--- config.mk ---
export PLATFORM = sky130hd
export DESIGN_NAME = router_ingress_arbiter
export DESIGN_NICKNAME = d
export VERILOG_FILES = /design/src/rtl/router_ingress_arbiter.sv
export SDC_FILE = /design/constraint.sdc
export NUM_CORES = 1
export LEC_CHECK = 0
export CORE_ASPECT_RATIO = 1.25
export CORE_MARGIN = 8
export CORE_UTILIZATION = 40
export DETAILED_ROUTE_END_ITERATION = 16
export PLACE_DENSITY = 0.73
export SYNTH_ARGS = -nofsm -noshare
export SYNTH_HDL_FRONTEND = slang
export SYNTH_SLANG_ARGS = --single-unit
--- constraint.sdc ---
create_clock -name clock -period 4.6 [get_ports clock]
set_clock_uncertainty 0.05 [all_clocks]
set_input_delay 0.92 -clock clock [delete_from_list [all_inputs] [get_ports clock]]
set_output_delay 0.92 -clock clock [all_outputs]
set_load 0.05 [all_outputs]
--- src/rtl/router_ingress_arbiter.sv ---
// -----------------------------------------------------------------------------
// router_ingress_arbiter
//
// Round-robin arbiter that lets three packet sources share the single packet
// input port of the router. A source owns the port for one whole packet
// (header, payload, parity). The granted source is forwarded combinationally
// onto the router input. Every other source is stalled until the router is
// back in address decode.
//
// Ports
//   clock          rising-edge clock
//   resetn         synchronous active-low reset
//   src_pkt_valid  [2:0]  per-source packet valid (bit i = source i)
//   src_data_0..2  [DATA_W-1:0] per-source packet byte
//   src_busy       [2:0]  per-source stall; a source holds data/valid while 1
//   src_grant      [2:0]  registered one-hot grant
//   rtr_busy       router busy
//   rtr_pkt_valid  router packet valid
//   rtr_data_in    [DATA_W-1:0] router data
//   grant_id       [1:0]  index of the granted source (valid while src_grant != 0)
//   pkt_done       one-cycle pulse when a packet completes normally
//   timeout        one-cycle pulse when the DRAIN watchdog fires
// -----------------------------------------------------------------------------
module router_ingress_arbiter #(
  parameter int DATA_W  = 8,
  parameter int TIMEOUT = 30
) (
  input  logic              clock,
  input  logic              resetn,
  input  logic [2:0]        src_pkt_valid,
  input  logic [DATA_W-1:0] src_data_0,
  input  logic [DATA_W-1:0] src_data_1,
  input  logic [DATA_W-1:0] src_data_2,
  output logic [2:0]        src_busy,
  output logic [2:0]        src_grant,
  input  logic              rtr_busy,
  output logic              rtr_pkt_valid,
  output logic [DATA_W-1:0] rtr_data_in,
  output logic [1:0]        grant_id,
  output logic              pkt_done,
  output logic              timeout
);

  typedef enum logic [1:0] {
    ST_IDLE  = 2'd0,
    ST_PASS  = 2'd1,
    ST_DRAIN = 2'd2
  } state_t;

  // Last watchdog count before DRAIN gives up on the router.
  localparam logic [7:0] WD_LAST = 8'(TIMEOUT - 1);

  state_t            state_r, state_s;
  logic [1:0]        gnt_r, gnt_s;
  logic [1:0]        rr_ptr_r, rr_ptr_s;
  logic              hdr_phase_r, hdr_phase_s;
  logic [7:0]        wd_cnt_r, wd_cnt_s;
  logic [2:0]        src_grant_r, src_grant_s;
  logic              pkt_done_r, pkt_done_s;
  logic              timeout_r, timeout_s;
  logic [1:0]        winner_s;
  logic              sel_valid_s;
  logic [DATA_W-1:0] sel_data_s;
  logic [2:0]        sel_busy_s;

  // Successor in the mod-3 rotation; 2 wraps to 0, 3 never occurs.
  function automatic logic [1:0] rr_next(input logic [1:0] idx);
    case (idx)
      2'd0:    rr_next = 2'd1;
      2'd1:    rr_next = 2'd2;
      default: rr_next = 2'd0;
    endcase
  endfunction

  // Highest-priority requester starting at the round-robin pointer.
  function automatic logic [1:0] rr_pick(input logic [1:0] ptr, input logic [2:0] req);
    logic [1:0] p0;
    logic [1:0] p1;
    logic [1:0] p2;
    p0 = ptr;
    p1 = rr_next(p0);
    p2 = rr_next(p1);
    if (req[p0]) begin
      rr_pick = p0;
    end else if (req[p1]) begin
      rr_pick = p1;
    end else begin
      rr_pick = p2;
    end
  endfunction

  assign winner_s = rr_pick(rr_ptr_r, src_pkt_valid);

  // Source-side mux: valid, data and stall pattern of the granted source.
  always_comb begin
    sel_valid_s = 1'b0;
    sel_data_s  = '0;
    sel_busy_s  = 3'b111;
    case (gnt_r)
      2'd0: begin
        sel_valid_s = src_pkt_valid[0];
        sel_data_s  = src_data_0;
        sel_busy_s  = {2'b11, rtr_busy};
      end
      2'd1: begin
        sel_valid_s = src_pkt_valid[1];
        sel_data_s  = src_data_1;
        sel_busy_s  = {1'b1, rtr_busy, 1'b1};
      end
      2'd2: begin
        sel_valid_s = src_pkt_valid[2];
        sel_data_s  = src_data_2;
        sel_busy_s  = {rtr_busy, 2'b11};
      end
      default: begin
        sel_valid_s = 1'b0;
        sel_data_s  = '0;
        sel_busy_s  = 3'b111;
      end
    endcase
  end

  // Next-state and output logic of the arbitration FSM.
  always_comb begin
    state_s       = state_r;
    gnt_s         = gnt_r;
    rr_ptr_s      = rr_ptr_r;
    hdr_phase_s   = hdr_phase_r;
    wd_cnt_s      = wd_cnt_r;
    src_grant_s   = src_grant_r;
    pkt_done_s    = 1'b0;
    timeout_s     = 1'b0;
    src_busy      = 3'b111;
    rtr_pkt_valid = 1'b0;
    rtr_data_in   = '0;
    case (state_r)
      ST_IDLE: begin
        if ((src_pkt_valid != 3'b000) && !rtr_busy) begin
          gnt_s       = winner_s;
          rr_ptr_s    = rr_next(winner_s);
          hdr_phase_s = 1'b1;
          src_grant_s = 3'b001 << winner_s;
          state_s     = ST_PASS;
        end else begin
          state_s = ST_IDLE;
        end
      end
      ST_PASS: begin
        rtr_pkt_valid = sel_valid_s;
        rtr_data_in   = sel_data_s;
        src_busy      = sel_busy_s;
        hdr_phase_s   = 1'b0;
        if (!sel_valid_s && hdr_phase_r) begin
          // Source withdrew before the header was taken: abort, keep rr_ptr.
          state_s     = ST_IDLE;
          gnt_s       = 2'd0;
          src_grant_s = 3'b000;
        end else if (!sel_valid_s && !rtr_busy) begin
          // Parity byte accepted this cycle.
          state_s  = ST_DRAIN;
          wd_cnt_s = 8'd0;
        end else begin
          state_s = ST_PASS;
        end
      end
      ST_DRAIN: begin
        wd_cnt_s = wd_cnt_r + 8'd1;
        if (!rtr_busy) begin
          state_s     = ST_IDLE;
          pkt_done_s  = 1'b1;
          gnt_s       = 2'd0;
          src_grant_s = 3'b000;
        end else if (wd_cnt_r == WD_LAST) begin
          state_s     = ST_IDLE;
          timeout_s   = 1'b1;
          gnt_s       = 2'd0;
          src_grant_s = 3'b000;
        end else begin
          state_s = ST_DRAIN;
        end
      end
      default: begin
        state_s     = ST_IDLE;
        gnt_s       = 2'd0;
        src_grant_s = 3'b000;
      end
    endcase
  end

  // State, grant and pulse registers with synchronous active-low reset.
  always_ff @(posedge clock) begin
    if (!resetn) begin
      state_r     <= ST_IDLE;
      gnt_r       <= 2'd0;
      rr_ptr_r    <= 2'd0;
      hdr_phase_r <= 1'b0;
      wd_cnt_r    <= 8'd0;
      src_grant_r <= 3'b000;
      pkt_done_r  <= 1'b0;
      timeout_r   <= 1'b0;
    end else begin
      state_r     <= state_s;
      gnt_r       <= gnt_s;
      rr_ptr_r    <= rr_ptr_s;
      hdr_phase_r <= hdr_phase_s;
      wd_cnt_r    <= wd_cnt_s;
      src_grant_r <= src_grant_s;
      pkt_done_r  <= pkt_done_s;
      timeout_r   <= timeout_s;
    end
  end

  assign src_grant = src_grant_r;
  assign grant_id  = gnt_r;
  assign pkt_done  = pkt_done_r;
  assign timeout   = timeout_r;

endmodule

Word-level counts from Yosys, hierarchy flattened --
Index checks and enable logic that the tools add are counted.
Storage, ports and cells: bits in registers 20, output and inout port bits 19, logic and storage cells 82
Operators by class: $add $sub $neg 1, order comparisons 2, equality and inequality tests 13, shift operators 1, mux-type cells 38, reduce and logical (&&, ||, !) cells 19
Operators by type and width (count):
- $mux W8 | 3
- $pmux W8 S3 | 1
- $mux W2 | 10
- $pmux W3 S3 | 2
- $pmux W8 S2 | 1
- $mux W3 | 5
- $pmux W2 S2 | 3
- $pmux W2 S3 | 2
- $eq A2 B1 Y1 const B | 5
- $logic_not A2 Y1 | 5
- $reduce_and A3 Y1 | 3
- $add A8 B1 Y8 const B | 1
- $eq A8 B5 Y1 const B | 1
- $ne A2 B2 Y1 const B | 4
- $mux W1 | 7
- $lt A2 B3 Y1 const B | 2
- $reduce_and A2 Y1 | 3
- $bmux W1 S2 | 2
- $eq A2 B2 Y1 const B | 2
- $reduce_bool A2 Y1 | 2
- $logic_and A1 B1 Y1 | 3
- $ne A3 B3 Y1 const B | 1
- $pmux W1 S3 | 1
- $reduce_bool A3 Y1 | 1
- 3 further kinds | 4

Longest topological paths before layout --
word-level depth 9, depth in mapped cells 6

Worst setup path after synthesis --
Ideal clock, no wire load.
path type flip-flop to output port, from reg gnt_r[1] (netlist: grant_id[1]), to out rtr_data_in[7], data arrival time 2027 ps, data required time 3630 ps, setup slack 1603 ps, stages on the path, launching flop included 5, path buffers 1, cell sequence dfxtp_1 -> ha_1 -> clkbuf_1 -> a222oi_1 -> nor2_1
Between the ends: word-level cells in the longest chain between the ends 3, elaborated cells on any way between the ends 5, classes of those cells eq/ne: 2; mux: 2; reduce/logical: 1
RTL lines:
- from (decl) | RTL line 54 | logic [1:0] gnt_r, gnt_s;
- from (signal assigned) | RTL line 203 | gnt_r <= gnt_s;
- $eq A2 B2 Y1 (tied with other cells) | RTL line 99 | case (gnt_r)
- $pmux W8 S3 (*) | RTL line 99
- $mux W8 (*) | RTL line 136 | case (state_r)
- to (decl) | RTL line 38 | output logic [DATA_W-1:0] rtr_data_in,
Mark *: on every way between the ends. The rest lies on a longest branch, timed or not.

Worst setup path in the final report --
from in src_pkt_valid[0], to out rtr_pkt_valid
Between the ends: word-level cells in the longest chain between the ends 2
RTL lines:
- from (decl) | RTL line 30 | input logic [2:0] src_pkt_valid,
- $pmux W1 S3 | RTL line 99
- $mux W1 | RTL line 136
- to (decl) | RTL line 37 | output logic rtr_pkt_valid,
Every way passes these cells.

==> flow_summary.json <==
{
  "status": "finished, final reports clean",
  "path_class": "in -> out",
  "synth-edff-count": 0,
  "finalWirelength_um": 4270,
  "die_y_um": 81.0,
  "drc": 0,
  "fillers": 306,
  "slew_violations": 0,
  "slew_headroom_pct": 51.7,
  "synthCells": 164,
  "maxCapViolCount": 0,
  "path_clk_slew_ns": 0.07,
  "synth_top_flop_cell": "dfxtp_1",
  "cts_num_sinks": 20,
  "rows": 23,
  "worstPathArrival_ns": 2.70,
  "cts_hold_buf": 0,
  "cp_max_fo": 5,
  "power_frac_seq_pct": 32.7,
  "grt_pass1_wl_um": 6870,
  "wl_met1_um": 1740,
  "ys_seq_area_share_pct": 29.6,
  "cts_resized": 0,
  "p_comb_share_pct": 37.5,
  "ys_ff_latch": 20,
  "viasPerCell": 5.79,
  "swShare_pct": 33.7,
  "final_common_cell": "clkdlybuf4s50_1",
  "drtPass1Iterations": 5,
  "ant_nets": 0,
  "syn_to_final_growth_pct": 41.4,
  "dpl_cell_area_sq_um": 1840,
  "grt_pass1_vias": 1483,
  "crit_required_ns": 3.63,
  "nets": 249,
  "synth_top_area_share_pct": 29.6,
  "route.vias.total": 1418,
  "end_kind": "primary output",
  "syn_avg_cell_area_sq_um": 8.25,
  "routed.top_layer": "met4",
  "fin_ws_ns": 0.925,
  "intPower_mw": 0.384,
  "switchingPower_mw": 0.195,
  "critPathLaunchType": "primary input",
  "fin_tns_setup_ns": 0,
  "start_util_pct": 42.0,
  "met3_wirelength_um": 352,
  "ys_types": 42,
  "leakagePower_nw": 0.705,
  "syn_nets": 204,
  "whs_path_depth": 2,
  "wire_per_inst_um": 17.4,
  "grt_max_degree": 21,
  "gp_congestion": 0.840,
  "total_power_mw": 0.579,
  "period_share_pct": 79.9,
  "cts_buffer_depth": 2,
  "fin_area_sq_um": 1910,
  "antennaDiodeCount": 0,
  "yosysTopAreaCell": "dfxtp_1",
  "dp_hpwl_um": 3480,
  "clock_latency_ns": 0.25,
  "async_flop_share_pct": 0,
  "yosysWarnings": 0,
  "finalSetupViolations": 0,
  "p_clk_share_pct": 29.8,
  "r2r_slack_ns": 2.37,
  "postCtsSetupRepairBufs": 0,
  "die_area_sq_um": 5510,
  "rr_worst_depth": 6,
  "cts_max_level": 1,
  "period_needed_ns": 3.67,
  "root_buffer": "clkbuf_8",
  "fmax_mhz": 272,
  "die_w_um": 68.0,
  "rsz0062_at_grt": "no",
  "report.final.hold_viol_count": 0,
  "grt_use_total_pct": 15.4,
  "synthTopCellsByArea": "dfxtp_1, ha_1, a222oi_1, nand2_1, nor2_1",
  "numCtsBuffers": 3,
  "grt-ovfl-total": 0,
  "pwr_density_cell_nw_per_um2": 303,
  "wl_met2_um": 2090,
  "drtIter0Drc": 122,
  "final_cell_mix": "clkdlybuf4s50_1, dfxtp_1, nand2_1",
  "core_area_sq_um": 3220,
  "pin_count": 49,
  "dp_slack_ns": 0.913,
  "antenna_found_initial": 0,
  "worst_slew_pin_slew_ns": 0.722,
  "portBuffers": 48,
  "min_path_type": "reg -> reg",
  "drive_above_1_share_pct": 4.81,
  "syn-cell-area_sq_um": 1350,
  "ir_drop_uv": 271,
  "finalCoreUtilization_pct": 59.4,
  "cts_tree": "yes"
}
-- power groups by stage --
| stage | sequential [mW] | combinational (mW) | clock (mW) |
|---|---|---|---|
| 2_1_floorplan | 0.207 | 0.128 | 0 |
| 3_3_place_gp | 0.193 | 0.212 | 0 |
| 3_5_place_dp | 0.194 | 0.217 | 0 |
| 4_1_cts | 0.189 | 0.218 | 0.175 |
| 5_1_grt | 0.191 | 0.232 | 0.185 |
| 6_report | 0.190 | 0.217 | 0.173 |
-- final cells by class --
class                      count  area [sq um]  area share [%]
tap                           37          46.3            2.42
clock inverter                 1          30.0            1.57
sequential                    20           400            20.9
timing repair buffer          48           480            25.1
multi-input combinational    125           875            45.7
clock buffer                   3          41.3            2.16
inverter                      11          41.3            2.16
-- cell usage after synthesis, types with 2 or more instances --
cell type / n
dfxtp_1: 20
nand2b_1: 6
clkbuf_1: 6
nor4_1: 2
o211ai_1: 2
mux2i_1: 5
nor2_1: 16
o21ai_1: 4
a32o_1: 3
o211ai_2: 2
nand3b_1: 3
o41ai_1: 2
inv_1: 10
o21ai_0: 3
nand2_1: 19
a222oi_1: 9
ha_1: 10
nor3_1: 3
a31o_1: 2
nand3_1: 5
a21oi_1: 7
a211o_1: 4
o31ai_1: 2
-- through the flow --
| step | instances | hold WS [ns] |
|---|---|---|
| final | 245 | 0.432 |
| after global routing | 245 | 0.444 |
| after CTS | 245 | 0.426 |
| after detailed placement | 241 | 0.414 |
| after global placement | 241 | 0.400 |
| after floorplan | 164 | 0.408 |
-- final timing paths --
path | startpoint | end
max | src_pkt_valid[0] | rtr_pkt_valid
min reg2reg | src_grant[2] | src_grant[2]
max reg2reg | grant_id[0] | wd_cnt_r[1]
min | src_grant[2] | src_grant[2]
-- routing by layer --
metal	global-route usage, %	vias to the layer above
met5	0	-
met4	4.93	0
met3	3.03	8
met2	28.1	63
met1	17.2	641
li1	-	706
-- worst max-delay path: stages --
cell             delay [ns]
clkdlybuf4s50_1        0.48
a222oi_1               0.51
nor2_1                 0.07
clkdlybuf4s50_1        0.72
-- sequential cells by signal, summed over array words and instances (netlist names) --
signal,flops
timeout,1
pkt_done,1
src_grant,3
rr_ptr_r,2
wd_cnt_r,8
hdr_phase_r,1
grant_id,2
state_r,2
-- kinds of logic after synthesis --
group,synth area share [%]
AND/OR/NAND/NOR,23.5
AO/OA/AOI/OAI,28.2
flip-flops,29.6
buffers and inverters,5.82
adder cells (fa/ha/maj),9.24
multiplexers,3.70
(Power assumes the default switching activity.)
